$ cat config.mk
export PLATFORM = sky130hd
export DESIGN_NAME = kernel_window_scheduler_flat
export DESIGN_NICKNAME = d
export VERILOG_FILES = /design/src/rtl/kernel_window_scheduler_if.sv /design/src/rtl/kernel_window_scheduler.sv /design/src/flat_wrapper.sv
export SDC_FILE = /design/constraint.sdc
export NUM_CORES = 1
export LEC_CHECK = 0
export CORE_MARGIN = 2
export CORE_UTILIZATION = 50
export DETAILED_ROUTE_END_ITERATION = 10
export PLACE_DENSITY = 0.83
export SKIP_CTS_REPAIR_TIMING = 1
export SYNTH_ARGS = -nofsm -noshare
export SYNTH_HDL_FRONTEND = slang
export SYNTH_SLANG_ARGS = --single-unit
$ cat constraint.sdc
create_clock -name clk -period 15.85 [get_ports clk]
set_input_delay 2.3775 -clock clk [delete_from_list [all_inputs] [get_ports clk]]
set_output_delay 2.3775 -clock clk [all_outputs]
set_load 0.1 [all_outputs]
$ cat src/rtl/kernel_window_scheduler_if.sv
// Bundles the image RAM read port, kernel-unit load/result port, result RAM write port and pass status.
// The scheduler uses the master modport; the RAMs and kernel unit sit on the slave side.
interface kernel_window_scheduler_if #(
  parameter int bitSize = 6
);
  logic               start;
  logic               img_re;
  logic [bitSize:0]   img_addr;
  logic [7:0]         img_data;
  logic               k_we;
  logic [7:0]         k_id;
  logic [7:0]         k_data;
  logic [7:0]         k_result;
  logic               k_result_valid;
  logic               res_we;
  logic [bitSize:0]   res_addr;
  logic [7:0]         res_data;
  logic               busy;
  logic               done;
  logic [15:0]        changed_count;

  modport master (
    input  start, img_data, k_result, k_result_valid,
    output img_re, img_addr, k_we, k_id, k_data, res_we, res_addr, res_data,
           busy, done, changed_count
  );

  modport slave (
    output start, img_data, k_result, k_result_valid,
    input  img_re, img_addr, k_we, k_id, k_data, res_we, res_addr, res_data,
           busy, done, changed_count
  );
endinterface

$ cat src/rtl/kernel_window_scheduler.sv
// Walks the interior of a padded N x N image, streams each 3x3 neighbourhood to the kernel unit, writes its result at the centre address.
// 12 cycles/pixel with k_result_valid held high; stalls in WAIT with no timeout. Define CHANGE_COUNT_EN to build the changed-pixel counter.
module kernel_window_scheduler #(
  parameter int N       = 8,
  parameter int bitSize = 6
) (
  input  logic                        clk,
  input  logic                        rst,
  kernel_window_scheduler_if.master   bus
);
  localparam int AW = bitSize + 1;
  localparam logic [AW-1:0] POS_FIRST = AW'(1);
  localparam logic [AW-1:0] POS_LAST  = AW'(N - 2);
  localparam logic [AW-1:0] N_W       = AW'(N);

  localparam logic [2:0] S_IDLE  = 3'd0;
  localparam logic [2:0] S_FETCH = 3'd1;
  localparam logic [2:0] S_WAIT  = 3'd2;
  localparam logic [2:0] S_WRITE = 3'd3;
  localparam logic [2:0] S_DONE  = 3'd4;

  logic [2:0]    state_q, state_d;
  logic [3:0]    idx_q, idx_d;
  logic [AW-1:0] r_q, r_d, c_q, c_d;
  logic          img_re_q, img_re_d;
  logic [AW-1:0] img_addr_q, img_addr_d;
  logic          k_we_q, k_we_d;
  logic [7:0]    k_id_q, k_id_d;
  logic          res_we_q, res_we_d;
  logic [AW-1:0] res_addr_q, res_addr_d;
  logic [7:0]    res_data_q, res_data_d;
  logic          busy_q, busy_d;
  logic          done_q, done_d;

  // Neighbour i sits at (r-1+i/3, c-1+i%3), flattened row-major.
  function automatic logic [AW-1:0] nbr_addr(input logic [AW-1:0] r, input logic [AW-1:0] c,
                                             input logic [3:0] i);
    logic [AW-1:0] ro;
    logic [AW-1:0] co;
    if (i >= 4'd6) begin
      ro = AW'(2);
    end else if (i >= 4'd3) begin
      ro = AW'(1);
    end else begin
      ro = AW'(0);
    end
    co = AW'(i) - AW'(3) * ro;
    return (r - POS_FIRST + ro) * N_W + (c - POS_FIRST + co);
  endfunction

  always_comb begin
    state_d    = state_q;
    idx_d      = idx_q;
    r_d        = r_q;
    c_d        = c_q;
    res_addr_d = res_addr_q;
    res_data_d = res_data_q;

    case (state_q)
      S_IDLE: begin
        if (bus.start) begin
          state_d = S_FETCH;
          idx_d   = 4'd0;
          r_d     = POS_FIRST;
          c_d     = POS_FIRST;
        end
      end
      S_FETCH: begin
        if (idx_q == 4'd9) begin
          state_d = S_WAIT;
          idx_d   = 4'd0;
        end else begin
          idx_d = idx_q + 4'd1;
        end
      end
      S_WAIT: begin
        if (bus.k_result_valid) begin
          state_d    = S_WRITE;
          res_data_d = bus.k_result;
          res_addr_d = r_q * N_W + c_q;
        end
      end
      S_WRITE: begin
        if (r_q == POS_LAST && c_q == POS_LAST) begin
          state_d = S_DONE;
          r_d     = POS_FIRST;
          c_d     = POS_FIRST;
        end else begin
          state_d = S_FETCH;
          idx_d   = 4'd0;
          if (c_q == POS_LAST) begin
            c_d = POS_FIRST;
            r_d = r_q + AW'(1);
          end else begin
            c_d = c_q + AW'(1);
          end
        end
      end
      S_DONE: begin
        state_d = S_IDLE;
      end
      default: begin
        state_d = S_IDLE;
      end
    endcase

    // Outputs are registered from next-state values so they line up with the state they belong to.
    img_re_d   = (state_d == S_FETCH) && (idx_d <= 4'd8);
    img_addr_d = img_re_d ? nbr_addr(r_d, c_d, idx_d) : img_addr_q;
    k_we_d     = (state_d == S_FETCH) && (idx_d != 4'd0);
    k_id_d     = k_we_d ? {4'd0, idx_d - 4'd1} : k_id_q;
    res_we_d   = (state_d == S_WRITE);
    busy_d     = (state_d != S_IDLE);
    done_d     = (state_d == S_DONE);
  end

  always_ff @(posedge clk or posedge rst) begin
    if (rst) begin
      state_q    <= S_IDLE;
      idx_q      <= 4'd0;
      r_q        <= POS_FIRST;
      c_q        <= POS_FIRST;
      img_re_q   <= 1'b0;
      img_addr_q <= '0;
      k_we_q     <= 1'b0;
      k_id_q     <= 8'd0;
      res_we_q   <= 1'b0;
      res_addr_q <= '0;
      res_data_q <= 8'd0;
      busy_q     <= 1'b0;
      done_q     <= 1'b0;
    end else begin
      state_q    <= state_d;
      idx_q      <= idx_d;
      r_q        <= r_d;
      c_q        <= c_d;
      img_re_q   <= img_re_d;
      img_addr_q <= img_addr_d;
      k_we_q     <= k_we_d;
      k_id_q     <= k_id_d;
      res_we_q   <= res_we_d;
      res_addr_q <= res_addr_d;
      res_data_q <= res_data_d;
      busy_q     <= busy_d;
      done_q     <= done_d;
    end
  end

`ifdef CHANGE_COUNT_EN
  logic [7:0]  centre_q, centre_d;
  logic [15:0] changed_count_q, changed_count_d;

  // Centre neighbour (i=4) arrives on img_data during FETCH cycle 5.
  always_comb begin
    centre_d        = centre_q;
    changed_count_d = changed_count_q;
    if (state_q == S_FETCH && idx_q == 4'd5) begin
      centre_d = bus.img_data;
    end
    if (state_q == S_IDLE && bus.start) begin
      changed_count_d = 16'd0;
    end else if (state_q == S_WRITE && res_data_q != centre_q && changed_count_q != 16'hFFFF) begin
      changed_count_d = changed_count_q + 16'd1;
    end
  end

  always_ff @(posedge clk or posedge rst) begin
    if (rst) begin
      centre_q        <= 8'd0;
      changed_count_q <= 16'd0;
    end else begin
      centre_q        <= centre_d;
      changed_count_q <= changed_count_d;
    end
  end

  assign bus.changed_count = changed_count_q;
`else
  assign bus.changed_count = 16'd0;
`endif

  assign bus.img_re   = img_re_q;
  assign bus.img_addr = img_addr_q;
  assign bus.k_we     = k_we_q;
  assign bus.k_id     = k_id_q;
  assign bus.k_data   = bus.img_data;
  assign bus.res_we   = res_we_q;
  assign bus.res_addr = res_addr_q;
  assign bus.res_data = res_data_q;
  assign bus.busy     = busy_q;
  assign bus.done     = done_q;
endmodule

$ cat src/flat_wrapper.sv
// flat-port wrapper written by rule: the top's interface ports become plain ports
module kernel_window_scheduler_flat 
#(
  parameter int N       = 8,
  parameter int bitSize = 6
)
  (clk, rst, bus_start, bus_img_data, bus_k_result, bus_k_result_valid, bus_img_re, bus_img_addr, bus_k_we, bus_k_id, bus_k_data, bus_res_we, bus_res_addr, bus_res_data, bus_busy, bus_done, bus_changed_count);
  kernel_window_scheduler_if #(.bitSize(bitSize)) bus_i ();
  input  logic clk;
  input  logic rst;
  input wire logic [$bits(bus_i.start)-1:0] bus_start;
  input wire logic [$bits(bus_i.img_data)-1:0] bus_img_data;
  input wire logic [$bits(bus_i.k_result)-1:0] bus_k_result;
  input wire logic [$bits(bus_i.k_result_valid)-1:0] bus_k_result_valid;
  output wire logic [$bits(bus_i.img_re)-1:0] bus_img_re;
  output wire logic [$bits(bus_i.img_addr)-1:0] bus_img_addr;
  output wire logic [$bits(bus_i.k_we)-1:0] bus_k_we;
  output wire logic [$bits(bus_i.k_id)-1:0] bus_k_id;
  output wire logic [$bits(bus_i.k_data)-1:0] bus_k_data;
  output wire logic [$bits(bus_i.res_we)-1:0] bus_res_we;
  output wire logic [$bits(bus_i.res_addr)-1:0] bus_res_addr;
  output wire logic [$bits(bus_i.res_data)-1:0] bus_res_data;
  output wire logic [$bits(bus_i.busy)-1:0] bus_busy;
  output wire logic [$bits(bus_i.done)-1:0] bus_done;
  output wire logic [$bits(bus_i.changed_count)-1:0] bus_changed_count;
  assign bus_i.start = bus_start;
  assign bus_i.img_data = bus_img_data;
  assign bus_i.k_result = bus_k_result;
  assign bus_i.k_result_valid = bus_k_result_valid;
  assign bus_img_re = bus_i.img_re;
  assign bus_img_addr = bus_i.img_addr;
  assign bus_k_we = bus_i.k_we;
  assign bus_k_id = bus_i.k_id;
  assign bus_k_data = bus_i.k_data;
  assign bus_res_we = bus_i.res_we;
  assign bus_res_addr = bus_i.res_addr;
  assign bus_res_data = bus_i.res_data;
  assign bus_busy = bus_i.busy;
  assign bus_done = bus_i.done;
  assign bus_changed_count = bus_i.changed_count;
  kernel_window_scheduler #(.N(N), .bitSize(bitSize)) u_core (.clk(clk), .rst(rst), .bus(bus_i));
endmodule
==> impl_metrics.py <==
metrics = {
    "clocking": {
        "cts_made_buffers": 5,
        "clock_latency_ps": 300,
        "cts_tree": "yes",
        "cts_root_buffer": "clkbuf_8",
        "cts_sinks": 52,
        "clk_pin_slew_ps": 80,
        "h-tree-depth": 2,
        "cts_buffer_depth": 2,
    },
    "min_path": {
        "hp-class": "register to register",
        "min_path_cells": 2,
        "min_from": "u_core.bus.res_data[4]",
        "hold_end": "u_core.bus.res_data[4]",
    },
    "yosys": {
        "synthCells": 337,
        "synth_top_family_by_area": "simple AND/OR/NAND/NOR gates",
        "synth-simple-area-share_pct": 15.1,
        "synth_area_sq_um": 3290,
        "synth_commonest_cells": "53 x nand2_1, 50 x dfrtp_1, 31 x inv_1, 28 x buf_4, 25 x ha_1",
        "synth-async-reset-ratio_pct": 100,
        "synth_mux_area_share_pct": 3.77,
        "synth_most_common_cell": "nand2_1",
        "ys_seq_area_share_pct": 39.7,
        "synth-adder-area-share_pct": 14.4,
        "yosys_register_bits": 52,
        "synth_edf_count": 0,
        "syn_area_per_cell_sq_um": 9.75,
        "synth_compound_area_share_pct": 11.4,
        "synth_area_leaders": "dfrtp_1 38%, ha_1 9.5%, buf_4 6.4%",
        "ys.flop_type": "dfrtp_1",
        "synth_cell_types": 56,
        "synth_xor_xnor_area_share_pct": 3.96,
        "synth_warnings": 0,
        "yosysTopAreaCell": "dfrtp_1",
        "yosys.area.top_type_share_pct": 38.1,
    },
    "layout": {
        "layout.nets": 425,
        "multi_input_area_sq_um": 1680,
        "drive_above_1_share_pct": 6.45,
        "antenna_cells": 0,
        "seqCellArea_sq_um": 1300,
        "area_growth_pct": 13.2,
        "nFillCells": 538,
        "instances_no_fill": 449,
    },
    "floorplan": {
        "core-area_sq_um": 6350,
        "num_rows": 29,
        "chipHeight_um": 85.1,
        "die_w_um": 85.1,
        "die_area_sq_um": 7240,
        "pin_count": 79,
        "initial_utilization_pct": 51.7,
    },
    "worst_setup_path": {
        "rrSetupSlack_ps": 9760,
        "crit_fanout": 5,
        "start_kind": "input pin",
        "reg2reg_to": "u_core.bus.img_addr[6]",
        "crit_arrival_ps": 7950,
        "required_ps": 16050,
        "path_class": "input pin to register",
        "end_kind": "register",
        "r2r_start": "u_core.c_q[0]",
        "worstRegToRegCells": 23,
    },
    "timing": {
        "period_share_pct": 48.9,
        "tns_ps": 0,
        "setup_viol": 0,
        "final_hold_viol_count": 0,
        "rsz0062_at_grt": "no",
        "tightest_slew_ps": 1040,
        "finClkSkew_ps": 4.06,
        "maxSlewViolCount": 0,
        "setup_slack_ps": 8100,
        "finalCriticalPeriod_ps": 7750,
        "timing.slew.headroom_pct": 30.8,
        "fmax_ghz": 0.129,
    },
    "status": {
        "run_status": "finished clean",
    },
    "global_routing": {
        "grt-ovfl-total": 0,
        "antenna_found_initial": 0,
        "grt_max_degree": 53,
        "grt_pass1_wl_um": 10300,
        "grt_pass1_vias": 2209,
        "track_usage_pct": 17.7,
    },
    "detailed_routing": {
        "drtPass1Iterations": 4,
        "wl_per_cell_um": 13.7,
        "wirelength_um": 6140,
        "drc_errors": 0,
        "drt_iter0_drc": 128,
        "postRouteAntennaNets": 0,
        "viasPerCell": 5.16,
        "num_vias": 2319,
    },
    "run": {
        "drv_cap": 0,
    },
    "placement": {
        "dp_slack_ps": 7810,
        "dp_hpwl_um": 4590,
        "dp_cells": 442,
        "globalplace.congestion": 0.852,
        "port_buffers": 42,
    },
}
==> sequential cells by signal, indices dropped and copies added, names as in the netlist <==
name	flops
u_core.bus.res_data	8
u_core.state_q	3
u_core.bus.busy	1
u_core.bus.img_addr	7
u_core.bus.k_id	4
u_core.bus.done	1
u_core.idx_q	4
u_core.bus.res_addr	7
u_core.c_q	7
u_core.bus.res_we	1
u_core.r_q	7
u_core.bus.k_we	1
u_core.bus.img_re	1
==> kinds of logic (layout without fill, tap and decap cells) <==
logic type      count (synthesis)  count (layout)
fa+ha+maj                      33              33
mux                            11              11
flops                          52              52
xor+xnor                       14              14
buf+inv                        67              82
simple gates                  105             105
compound gates                 54              54
other cells                     1              21
==> worst max-delay path: stages <==
cell and delay, ps:
clkdlybuf4s50_1 500, nand2b_1 70, a21oi_1 270, o22ai_1 130, a31oi_1 460, inv_1 170
ha_1 220, nand2b_1 170, or2_1 240, a21o_1 190, ha_1 300, fa_1 520
inv_1 60, fa_1 510, fa_1 500, a21o_1 210, a21oi_1 170, xnor2_1 190
xnor2_2 150, xnor2_1 90, xor2_1 180, mux2_4 280
==> per-layer routing <==
metal | share of wire [%] | routed length (um) | global-route usage, % | up-vias
met3 | 5.5 | 340 | 3.89 | 9
met1 | 44 | 2700 | 22.8 | 1100
li1 | - | - | - | 1138
met2 | 49 | 3020 | 30.3 | 72
met5 | 0 | 0 | 0 | -
met4 | 1.1 | 69 | 4.76 | 0
==> layout by cell type, fill, tap and decap left out, types with 3 or more instances in the layout <==
master,n
nand2_1,53
dfrtp_1,50
clkdlybuf4s50_1,42
inv_1,30
ha_1,25
conb_1,21
nor2_1,15
a21oi_1,11
nand3_1,9
xnor2_1,9
o21ai_0,9
fa_1,8
mux2_1,7
clkbuf_8,7
and3_1,6
o21ai_1,5
a21o_1,5
o31ai_1,4
xor2_1,4
nand2b_1,3
a31oi_1,3
nor3_1,3
inv_2,3
o22ai_1,3
mux2i_1,3
==> area by class of cell <==
type	count	area share [%]
Tap cell	77	2.59
Timing Repair Buffer	42	11.3
Inverter	33	3.33
Clock buffer	7	2.59
Multi-Input combinational cell	238	45.1
Sequential cell	52	35.1
==> worst max-delay path by stage <==
stage	slack, ps	depth (start not counted)	startpoint	end
after detailed placement	7810	22	bus_start	u_core.bus.img_addr[6]
after global placement	8020	22	bus_start	u_core.bus.img_addr[6]
after CTS	8080	22	bus_start	u_core.bus.img_addr[6]
after global routing	7720	22	bus_start	u_core.bus.img_addr[6]
after floorplan	8780	21	bus_start	u_core.bus.img_addr[6]
final	8100	22	bus_start	u_core.bus.img_addr[6]
==> through the flow <==
step	instance area, sq um	util, %	hold slack, ps
final	3720	58.6	483
after global routing	3720	58.6	520
after CTS	3720	58.6	486
after detailed placement	3620	57.0	464
after global placement	3620	57.0	457
after floorplan	3360	-	471
Power is not shown: default switching activity piles up to over one toggle a cycle in this logic, so the estimate is an artifact.
==> patch (same settings) <==
`bitSize` is set to 6 in 3 places; all go to 12.
--- a/src/rtl/kernel_window_scheduler_if.sv
+++ b/src/rtl/kernel_window_scheduler_if.sv
@@ -1,7 +1,7 @@
 // Bundles the image RAM read port, kernel-unit load/result port, result RAM write port and pass status.
 // The scheduler uses the master modport; the RAMs and kernel unit sit on the slave side.
 interface kernel_window_scheduler_if #(
-  parameter int bitSize = 6
+  parameter int bitSize = 12
 );
   logic               start;
   logic               img_re;
--- a/src/rtl/kernel_window_scheduler.sv
+++ b/src/rtl/kernel_window_scheduler.sv
@@ -2,7 +2,7 @@
 // 12 cycles/pixel with k_result_valid held high; stalls in WAIT with no timeout. Define CHANGE_COUNT_EN to build the changed-pixel counter.
 module kernel_window_scheduler #(
   parameter int N       = 8,
-  parameter int bitSize = 6
+  parameter int bitSize = 12
 ) (
   input  logic                        clk,
   input  logic                        rst,
--- a/src/flat_wrapper.sv
+++ b/src/flat_wrapper.sv
@@ -2,7 +2,7 @@
 module kernel_window_scheduler_flat 
 #(
   parameter int N       = 8,
-  parameter int bitSize = 6
+  parameter int bitSize = 12
 )
   (clk, rst, bus_start, bus_img_data, bus_k_result, bus_k_result_valid, bus_img_re, bus_img_addr, bus_k_we, bus_k_id, bus_k_data, bus_res_we, bus_res_addr, bus_res_data, bus_busy, bus_done, bus_changed_count);
   kernel_window_scheduler_if #(.bitSize(bitSize)) bus_i ();
Ports: changed (resized bus_img_addr and bus_res_addr); port bits go from 79 to 91. The function was not compared with the original's and may differ.
==> patch against the unedited design <==
  * Setup slack worse by 0.47 ns
  * Synthesized cell count is 83% higher
  * Sequential cell count is 24 higher
  * Largest cell class unchanged
  * Worst hold slack worse by 0.011 ns
  * Design area is 74% higher
  * Synthesized area is 72% higher
  * Routed wire length is 95% higher
  * Sequential share of layout area is 5.6 points lower
  * Global-route usage is 3.5 points higher
Power is left out: the tool's default activity adds up to more than one toggle a clock period on the data nets, which glitch-free logic cannot reach.
==> patch: results <==
[placed_design]
gp_congestion = 0.8372
pre_cts_ws_ns = 7.434
dp_hpwl_um = 8843
placed_cell_area_um2 = 6168
place_inst = 788

[setup_path]
critPathSlowestCell = "nor3b_1"
cp_max_fo = 7
cp.arrival_ns = 8.43
cpPeakStageDelay_ns = 0.49
worstRegToRegCells = 29
cp_top_family = "compound AO/OA/AOI/OAI gates"

[grt]
track_usage_pct = 21.17
met1_usage_pct = 27.40
antenna_found_initial = 0
first_global_vias = 4317
grt_pass1_wl_um = 20220
grt_max_degree = 77

[drt]
wl_met1_um = 5143
first_pass_iters = 5
vias = 4438
wl_um = 11980
met3_length_um = 752
drt_iter0_drc = 425
met2_length_um = 5881
wire_per_inst_um = 14.90

[finish]
nFillCells = 935
finalNetCount = 744
area_delta_synth_final_pct = 14.37
drive_gt1_share_pct = 8.886

[clock_tree]
cts_inserted_buffers = 9
cts_root_buf = "clkbuf_16"
clk_pin_slew_ns = 0.06
clk_latency_ns = 0.33
htreeDepth = 3

[synth]
synth_cell_types = 74
synthTopCellsByArea = "dfrtp_1 33%, ha_1 13%, inv_1 5.0%, nand2_1 4.6%, buf_4 3.7%"
ys_seq_area_share_pct = 33.66
synth.top_cell.area_share_pct = 32.73
netlist_instances = 618

[sta]
maxSlewHeadroom_pct = 32.57
fin_skew_ns = 0.005612

[outcome]
status = "finished clean"
-- patch: kinds of logic after synthesis --
group / count (synthesis) / synth area share [%]
simple gates: 186 / 17.54
compound gates: 122 / 14.46
buf+inv: 121 / 10.26
flops: 76 / 33.66
fa+ha+maj: 65 / 15.44
xor+xnor: 27 / 4.423
mux: 19 / 4.091
other cells: 2 / 0.1327
-- patch: cell type report --
class                      count  area share [%]
tap                          140           2.707
timing repair buffer          57           8.701
clock buffer                  11           3.906
inverter                      75           4.350
sequential                    76           29.43
multi-input combinational    440           50.14
clock inverter                 5          0.7734
-- patch: final timing paths --
path	end	startpoint	slack, ns
max in group asynchronous	u_core.bus.img_addr[11]	rst	12.59
worst max register to register	u_core.bus.img_addr[11]	u_core.c_q[0]	8.98
min in group asynchronous	u_core.bus.res_data[5]	rst	2.65
worst max-delay path	u_core.bus.img_addr[11]	bus_start	7.63
worst min register to register	u_core.bus.res_data[0]	u_core.bus.res_data[0]	0.47
worst min-delay path	u_core.bus.res_data[0]	u_core.bus.res_data[0]	0.47
